[src/rtl/lutram_sfifo_ctrl_pkg.sv]
// Shared constants and elaboration-time helpers for the LUTRAM FWFT FIFO controller.
package lutram_sfifo_ctrl_pkg;

   // Pointer carries one extra wrap bit above the RAM address.
   function automatic int unsigned ptr_width(input int unsigned addr_w);
      return addr_w + 1;
   endfunction

   function automatic int unsigned depth_of(input int unsigned addr_w);
      return 32'd1 << addr_w;
   endfunction

   function automatic int unsigned clog2_u(input int unsigned value);
      int unsigned result;
      int unsigned v;
      result = 0;
      v      = (value > 0) ? value - 1 : 0;
      while (v > 0) begin
         result = result + 1;
         v      = v >> 1;
      end
      return result;
   endfunction

   // usedw counts the output register too, so AFULL_TH may reach D+1.
   function automatic bit thresholds_legal(input int unsigned addr_w,
                                           input int unsigned afull_th,
                                           input int unsigned aempty_th);
      return (afull_th <= depth_of(addr_w) + 1) && (aempty_th < afull_th);
   endfunction

endpackage

[src/rtl/lutram_fifo_ptr.sv]
// Wrap-bit pointer counter with synchronous clear and increment.
module lutram_fifo_ptr
   import lutram_sfifo_ctrl_pkg::*;
#(
   parameter int unsigned ADDR_W = 5
) (
   input  logic            clk,
   input  logic            rst_n,
   input  logic            clr_i,
   input  logic            inc_i,
   output logic [ADDR_W:0] ptr_o
);

   localparam int unsigned PTR_W = ptr_width(ADDR_W);

   logic [PTR_W-1:0] ptr_q;
   logic [PTR_W-1:0] ptr_d;

   always_comb begin
      ptr_d = ptr_q;
      if (clr_i) begin
         ptr_d = '0;
      end else if (inc_i) begin
         ptr_d = ptr_q + PTR_W'(1);
      end
   end

   always_ff @(posedge clk or negedge rst_n) begin
      if (!rst_n) begin
         ptr_q <= '0;
      end else begin
         ptr_q <= ptr_d;
      end
   end

   assign ptr_o = ptr_q;

endmodule

[src/rtl/lutram_sfifo_ctrl.sv]
// Single-clock FWFT FIFO controller driving an external LUTRAM (sync write, async read)
// with a registered head word, level flags and sticky overflow/underflow.
module lutram_sfifo_ctrl
   import lutram_sfifo_ctrl_pkg::*;
#(
   parameter int unsigned DATA_W    = 8,
   parameter int unsigned ADDR_W    = 5,
   parameter int unsigned AFULL_TH  = 28,
   parameter int unsigned AEMPTY_TH = 2
) (
   input  logic              clk,
   input  logic              reset_n,
   input  logic              clr,
   input  logic              wen,
   input  logic [DATA_W-1:0] wdata,
   input  logic              rd_en,
   output logic [DATA_W-1:0] q,
   output logic              empty,
   output logic              full,
   output logic              almost_full,
   output logic              almost_empty,
   output logic [ADDR_W:0]   usedw,
   output logic              overflow,
   output logic              underflow,
   output logic              ram_wren,
   output logic [ADDR_W-1:0] ram_wraddress,
   output logic [DATA_W-1:0] ram_data,
   output logic [ADDR_W-1:0] ram_rdaddress,
   input  logic [DATA_W-1:0] ram_q
);

   localparam int unsigned PTR_W = ptr_width(ADDR_W);
   localparam int unsigned DEPTH = depth_of(ADDR_W);

   if (!thresholds_legal(ADDR_W, AFULL_TH, AEMPTY_TH)) begin : g_bad_thresholds
      $error("lutram_sfifo_ctrl: need AFULL_TH <= D+1 and AEMPTY_TH < AFULL_TH");
   end

   logic [PTR_W-1:0]  wr_ptr;
   logic [PTR_W-1:0]  rd_ptr;
   logic [PTR_W-1:0]  ram_cnt;
   logic [PTR_W-1:0]  usedw_w;
   logic              ram_nonempty;
   logic              wr_accept;
   logic              load;

   logic [DATA_W-1:0] dout_q;
   logic [DATA_W-1:0] dout_d;
   logic              dout_valid_q;
   logic              dout_valid_d;
   logic              ovf_q;
   logic              ovf_d;
   logic              udf_q;
   logic              udf_d;

   assign ram_cnt      = wr_ptr - rd_ptr;
   assign ram_nonempty = (ram_cnt != '0);
   assign full         = (ram_cnt == PTR_W'(DEPTH));

   assign wr_accept = wen & ~full & ~clr;
   // Loading only from a non-empty RAM keeps reads off the address being written this cycle.
   assign load      = ram_nonempty & (~dout_valid_q | rd_en) & ~clr;

   lutram_fifo_ptr #(
      .ADDR_W (ADDR_W)
   ) u_wr_ptr (
      .clk   (clk),
      .rst_n (reset_n),
      .clr_i (clr),
      .inc_i (wr_accept),
      .ptr_o (wr_ptr)
   );

   lutram_fifo_ptr #(
      .ADDR_W (ADDR_W)
   ) u_rd_ptr (
      .clk   (clk),
      .rst_n (reset_n),
      .clr_i (clr),
      .inc_i (load),
      .ptr_o (rd_ptr)
   );

   always_comb begin
      dout_d       = dout_q;
      dout_valid_d = dout_valid_q;
      ovf_d        = ovf_q | (wen & full);
      udf_d        = udf_q | (rd_en & ~dout_valid_q);
      if (clr) begin
         dout_valid_d = 1'b0;
         ovf_d        = 1'b0;
         udf_d        = 1'b0;
      end else if (load) begin
         dout_d       = ram_q;
         dout_valid_d = 1'b1;
      end else if (rd_en && dout_valid_q) begin
         dout_valid_d = 1'b0;
      end
   end

   always_ff @(posedge clk or negedge reset_n) begin
      if (!reset_n) begin
         dout_q       <= '0;
         dout_valid_q <= 1'b0;
         ovf_q        <= 1'b0;
         udf_q        <= 1'b0;
      end else begin
         dout_q       <= dout_d;
         dout_valid_q <= dout_valid_d;
         ovf_q        <= ovf_d;
         udf_q        <= udf_d;
      end
   end

   assign usedw_w = ram_cnt + PTR_W'(dout_valid_q);

   assign q            = dout_q;
   assign empty        = ~dout_valid_q;
   assign usedw        = usedw_w;
   assign almost_full  = (32'(usedw_w) >= AFULL_TH);
   assign almost_empty = (32'(usedw_w) <= AEMPTY_TH);
   assign overflow     = ovf_q;
   assign underflow    = udf_q;

   assign ram_wren      = wr_accept;
   assign ram_wraddress = wr_ptr[ADDR_W-1:0];
   assign ram_data      = wdata;
   assign ram_rdaddress = rd_ptr[ADDR_W-1:0];

endmodule
[config.mk]
export PLATFORM = sky130hd
export DESIGN_NAME = lutram_sfifo_ctrl
export DESIGN_NICKNAME = d
export VERILOG_FILES = /design/src/rtl/lutram_sfifo_ctrl_pkg.sv /design/src/rtl/lutram_fifo_ptr.sv /design/src/rtl/lutram_sfifo_ctrl.sv
export SDC_FILE = /design/constraint.sdc
export NUM_CORES = 1
export LEC_CHECK = 0
export CAP_MARGIN = 40
export CORE_MARGIN = 5
export CORE_UTILIZATION = 47
export CTS_BUF_LIST = sky130_fd_sc_hd__clkbuf_8
export CTS_CLUSTER_SIZE = 8
export DETAILED_ROUTE_END_ITERATION = 12
export PLACE_DENSITY_LB_ADDON = 0.08
export SLEW_MARGIN = 40
export SYNTH_ARGS = -nofsm -noshare
export SYNTH_HDL_FRONTEND = slang
export SYNTH_SLANG_ARGS = --single-unit
[constraint.sdc]
create_clock -name clk -period 3.05 [get_ports clk]
set_clock_uncertainty 0.1 [all_clocks]
set_input_delay 0.4575 -clock clk [delete_from_list [all_inputs] [get_ports clk]]
set_output_delay 0.4575 -clock clk [all_outputs]
set_load 0.1 [all_outputs]
==> results of run 1 <==
[metal layers]
layer,share of wire,track usage,vias to the layer above
met5,0,0,-
met4,0.019,0.06170,0
met3,0.046,0.03730,8
met2,0.52,0.3106,40
met1,0.41,0.2355,727
li1,-,-,724
[final cells by class]
| cell class | count | area [µm²] |
|---|---|---|
| multi-input cells | 121 | 1161 |
| fillers | 251 | 823.3 |
| repair buffers | 74 | 709.4 |
| flip-flops and latches | 23 | 578.1 |
| well taps | 46 | 57.56 |
| clock buffers | 3 | 41.29 |
| inverters | 11 | 41.29 |
| clock inverters | 1 | 3.754 |
[flip-flops by register name, indices dropped and copies added, names as in the netlist]
register        flops
q                   8
u_rd_ptr.ptr_o      6
u_wr_ptr.ptr_o      6
dout_valid_q        1
overflow            1
underflow           1
[per-stage QoR]
stage	hold slack, ps	setup TNS [ps]	util
after global routing	238.4	-707.5	0.7590
final	238.2	-409.4	0.7590
after detailed placement	394.5	0	0.6916
after floorplan	61.91	-1166	-
after global placement	385.0	0	0.6916
after CTS	235.3	-251.3	0.7359
[logic make-up (layout without fill, tap and decap cells)]
group	after synthesis	after routing
DFF	23	23
and+or+nand+nor	49	49
adders and majority gates	10	10
buffers and inverters	35	89
muxes	9	9
AOI/OAI and AO/OA	42	42
xor gates and xnor gates	11	11
[Yosys cell counts, types with 2 or more instances]
cell type,instances
dfrtp_1,23
buf_4,19
a21oi_1,17
inv_1,11
or3_1,10
ha_1,9
o21ai_1,9
mux2_4,8
nor3_1,8
nand2_1,6
nor2_1,6
xor2_1,6
nand3_1,4
xnor2_1,4
clkbuf_1,3
nand4_1,3
o21ai_0,3
and3_1,2
nor3b_1,2
o21a_1,2
or2_1,2
[worst max-delay path by stage]
stage               slack (ps)                          start      endpoint  cells after the start
CTS                       -210  u_wr_ptr.ptr_o[0]$_DFFE_PN0P_  almost_empty                     11
global placement            90  u_rd_ptr.ptr_o[0]$_DFFE_PN0P_      ram_wren                     10
global route              -250  u_wr_ptr.ptr_o[0]$_DFFE_PN0P_  almost_empty                     11
detailed placement          20  u_wr_ptr.ptr_o[0]$_DFFE_PN0P_  almost_empty                     10
floorplan                 -550  u_wr_ptr.ptr_o[0]$_DFFE_PN0P_   almost_full                      8
finish                    -180  u_rd_ptr.ptr_o[0]$_DFFE_PN0P_  almost_empty                     10
[what timing repair did]
action	CTS	global route
setup buffers	6	4
pin swaps	10	11
setup endpoints to repair	4	5
endpoints found under the hold margin	0	0
resized for setup	15	13
==> results.toml, run 1 <==
[grt]
grt.overflow.total = 0
grt_pass1_vias = 1516
antenna_found_initial = 0
grt_max_degree = 23
grtUsageTotal = 0.1846
grt_pass1_wl_um = 7403

[worst_setup_path]
slowest_delay_ps = 430
worstSetupPathType = "reg2out"
cp_top_family = "adder cells"
crit_buf_inv = 2
cp_cell_sequence = "ha_2 > inv_2 > fa_2 > nand3_2 > nand2_4 > xnor2_2 > a21oi_1 > or3_4 > a221oi_4 > buf_12"
r2r-end = "q[1]$_DFFE_PN0P_"
ff2ff_setup_slack_ps = 30
required_ps = 2490
worstPathArrival_ps = 2680
cp_max_fo = 3
crit_slowest_cell = "dfrtp_1"
start_kind = "flip-flop"
end_kind = "primary output"
reg2reg_from = "u_rd_ptr.ptr_o[0]$_DFFE_PN0P_"
reg2reg_depth = 12

[placed_design]
place_area_um2 = 2362
dp.cells = 265
place_hpwl_um = 3501
gp_congestion = 0.8516
pre_cts_ws_ps = 22.62
portBuffers = 43

[cells_and_area]
final_common_cell = "buf_4"
finalNonFillerCells = 279
post-route-cell-area_um2 = 2592
diodes = 0
drive_above_1_share = 0.4850
area_growth_pct = 53.25
layout.nets = 265
layout_common_cells = "buf_4 (50), dfrtp_1 (21), a21oi_1 (14), clkdlybuf4s50_1 (12)"

[yosys]
synthDistinctLibCells = 43
synth_edf_count = 0
synthAdderAreaFrac = 0.07840
synthXorXnorAreaFrac = 0.06139
ys_async_sr_fraction = 1.000
synth_top_flop_cell = "dfrtp_1"
synth.avg_cell_area_um2 = 9.450
synthMuxAreaShare = 0.07692
synth_nets = 210
netlist.area_leader.share = 0.3402
synth_area_leader_cell = "dfrtp_1"
yosys_warnings = 0
netlist_instances = 179
synthTopCellsByArea = "dfrtp_1 (34%), buf_4 (8.4%), mux2_4 (7.1%)"
synth_top_family_by_area = "compound AO/OA/AOI/OAI gates"
yosysSeqAreaShare = 0.3402
synth_area_um2 = 1692
ys_ff_latch = 23
synth_compound_area_frac = 0.1598
synth-simple-area-share = 0.1583

[sta]
rsz0062_at_grt = "true"
slew-limit-headroom = 0.7708
max_freq_ghz = 0.3093
period_share = 1.060
setup_viol = 4
finalHoldViolations = 0
period_minus_slack_ps = 3233
slew_violations = 0
fin_ws_ps = -182.7
max_slew.worst_pin.slew_ps = 340.1

[routing]
post_drt_via_cell_ratio = 5.373
vias = 1499
wl_um = 4628
wl_per_cell_um = 16.59
route.antenna.remaining_nets = 0
drtIter0Drc = 86
drtPass1Iterations = 4
drc = 0

[clocking]
cts_hold_buf = 0
cts_buffers = 3
cts_tree = "done"
ctsLongestPathBuffers = 2
cts_root_buffer = "clkbuf_8"
clock_latency_ps = 260
cts.htree.levels = 1
cts_sinks = 23
clkSlewWorstSetupHoldPaths_ps = 80

[die]
dieArea_um2 = 4899
io-pin-count = 60
fp.dieW_um = 70.00
start_util = 0.4952
die_h_um = 70.00
rows = 21
coreArea_um2 = 3416

[job]
max_cap_viol_count = 0

[status]
failed_checks = "setup timing"
status = "finished, violations left"

[worst_hold_path]
hold_path.class = "in2async"
Power of run 1 is not shown: default switching activity piles up to over one toggle a cycle in this logic, so the estimate is an artifact.
==> run 2: changes to the inputs <==
--- a/config.mk
+++ b/config.mk
@@ -9,10 +9,9 @@
 export CORE_MARGIN = 5
 export CORE_UTILIZATION = 47
 export CTS_BUF_LIST = sky130_fd_sc_hd__clkbuf_8
-export CTS_CLUSTER_SIZE = 8
 export DETAILED_ROUTE_END_ITERATION = 12
 export PLACE_DENSITY_LB_ADDON = 0.08
-export SLEW_MARGIN = 40
+export SLEW_MARGIN = 20
 export SYNTH_ARGS = -nofsm -noshare
 export SYNTH_HDL_FRONTEND = slang
 export SYNTH_SLANG_ARGS = --single-unit
==> results of run 2 <==
Same layout as run 1: the final DEF is identical, and so are final timing and power.
Power of run 2 is left out for the same reason.
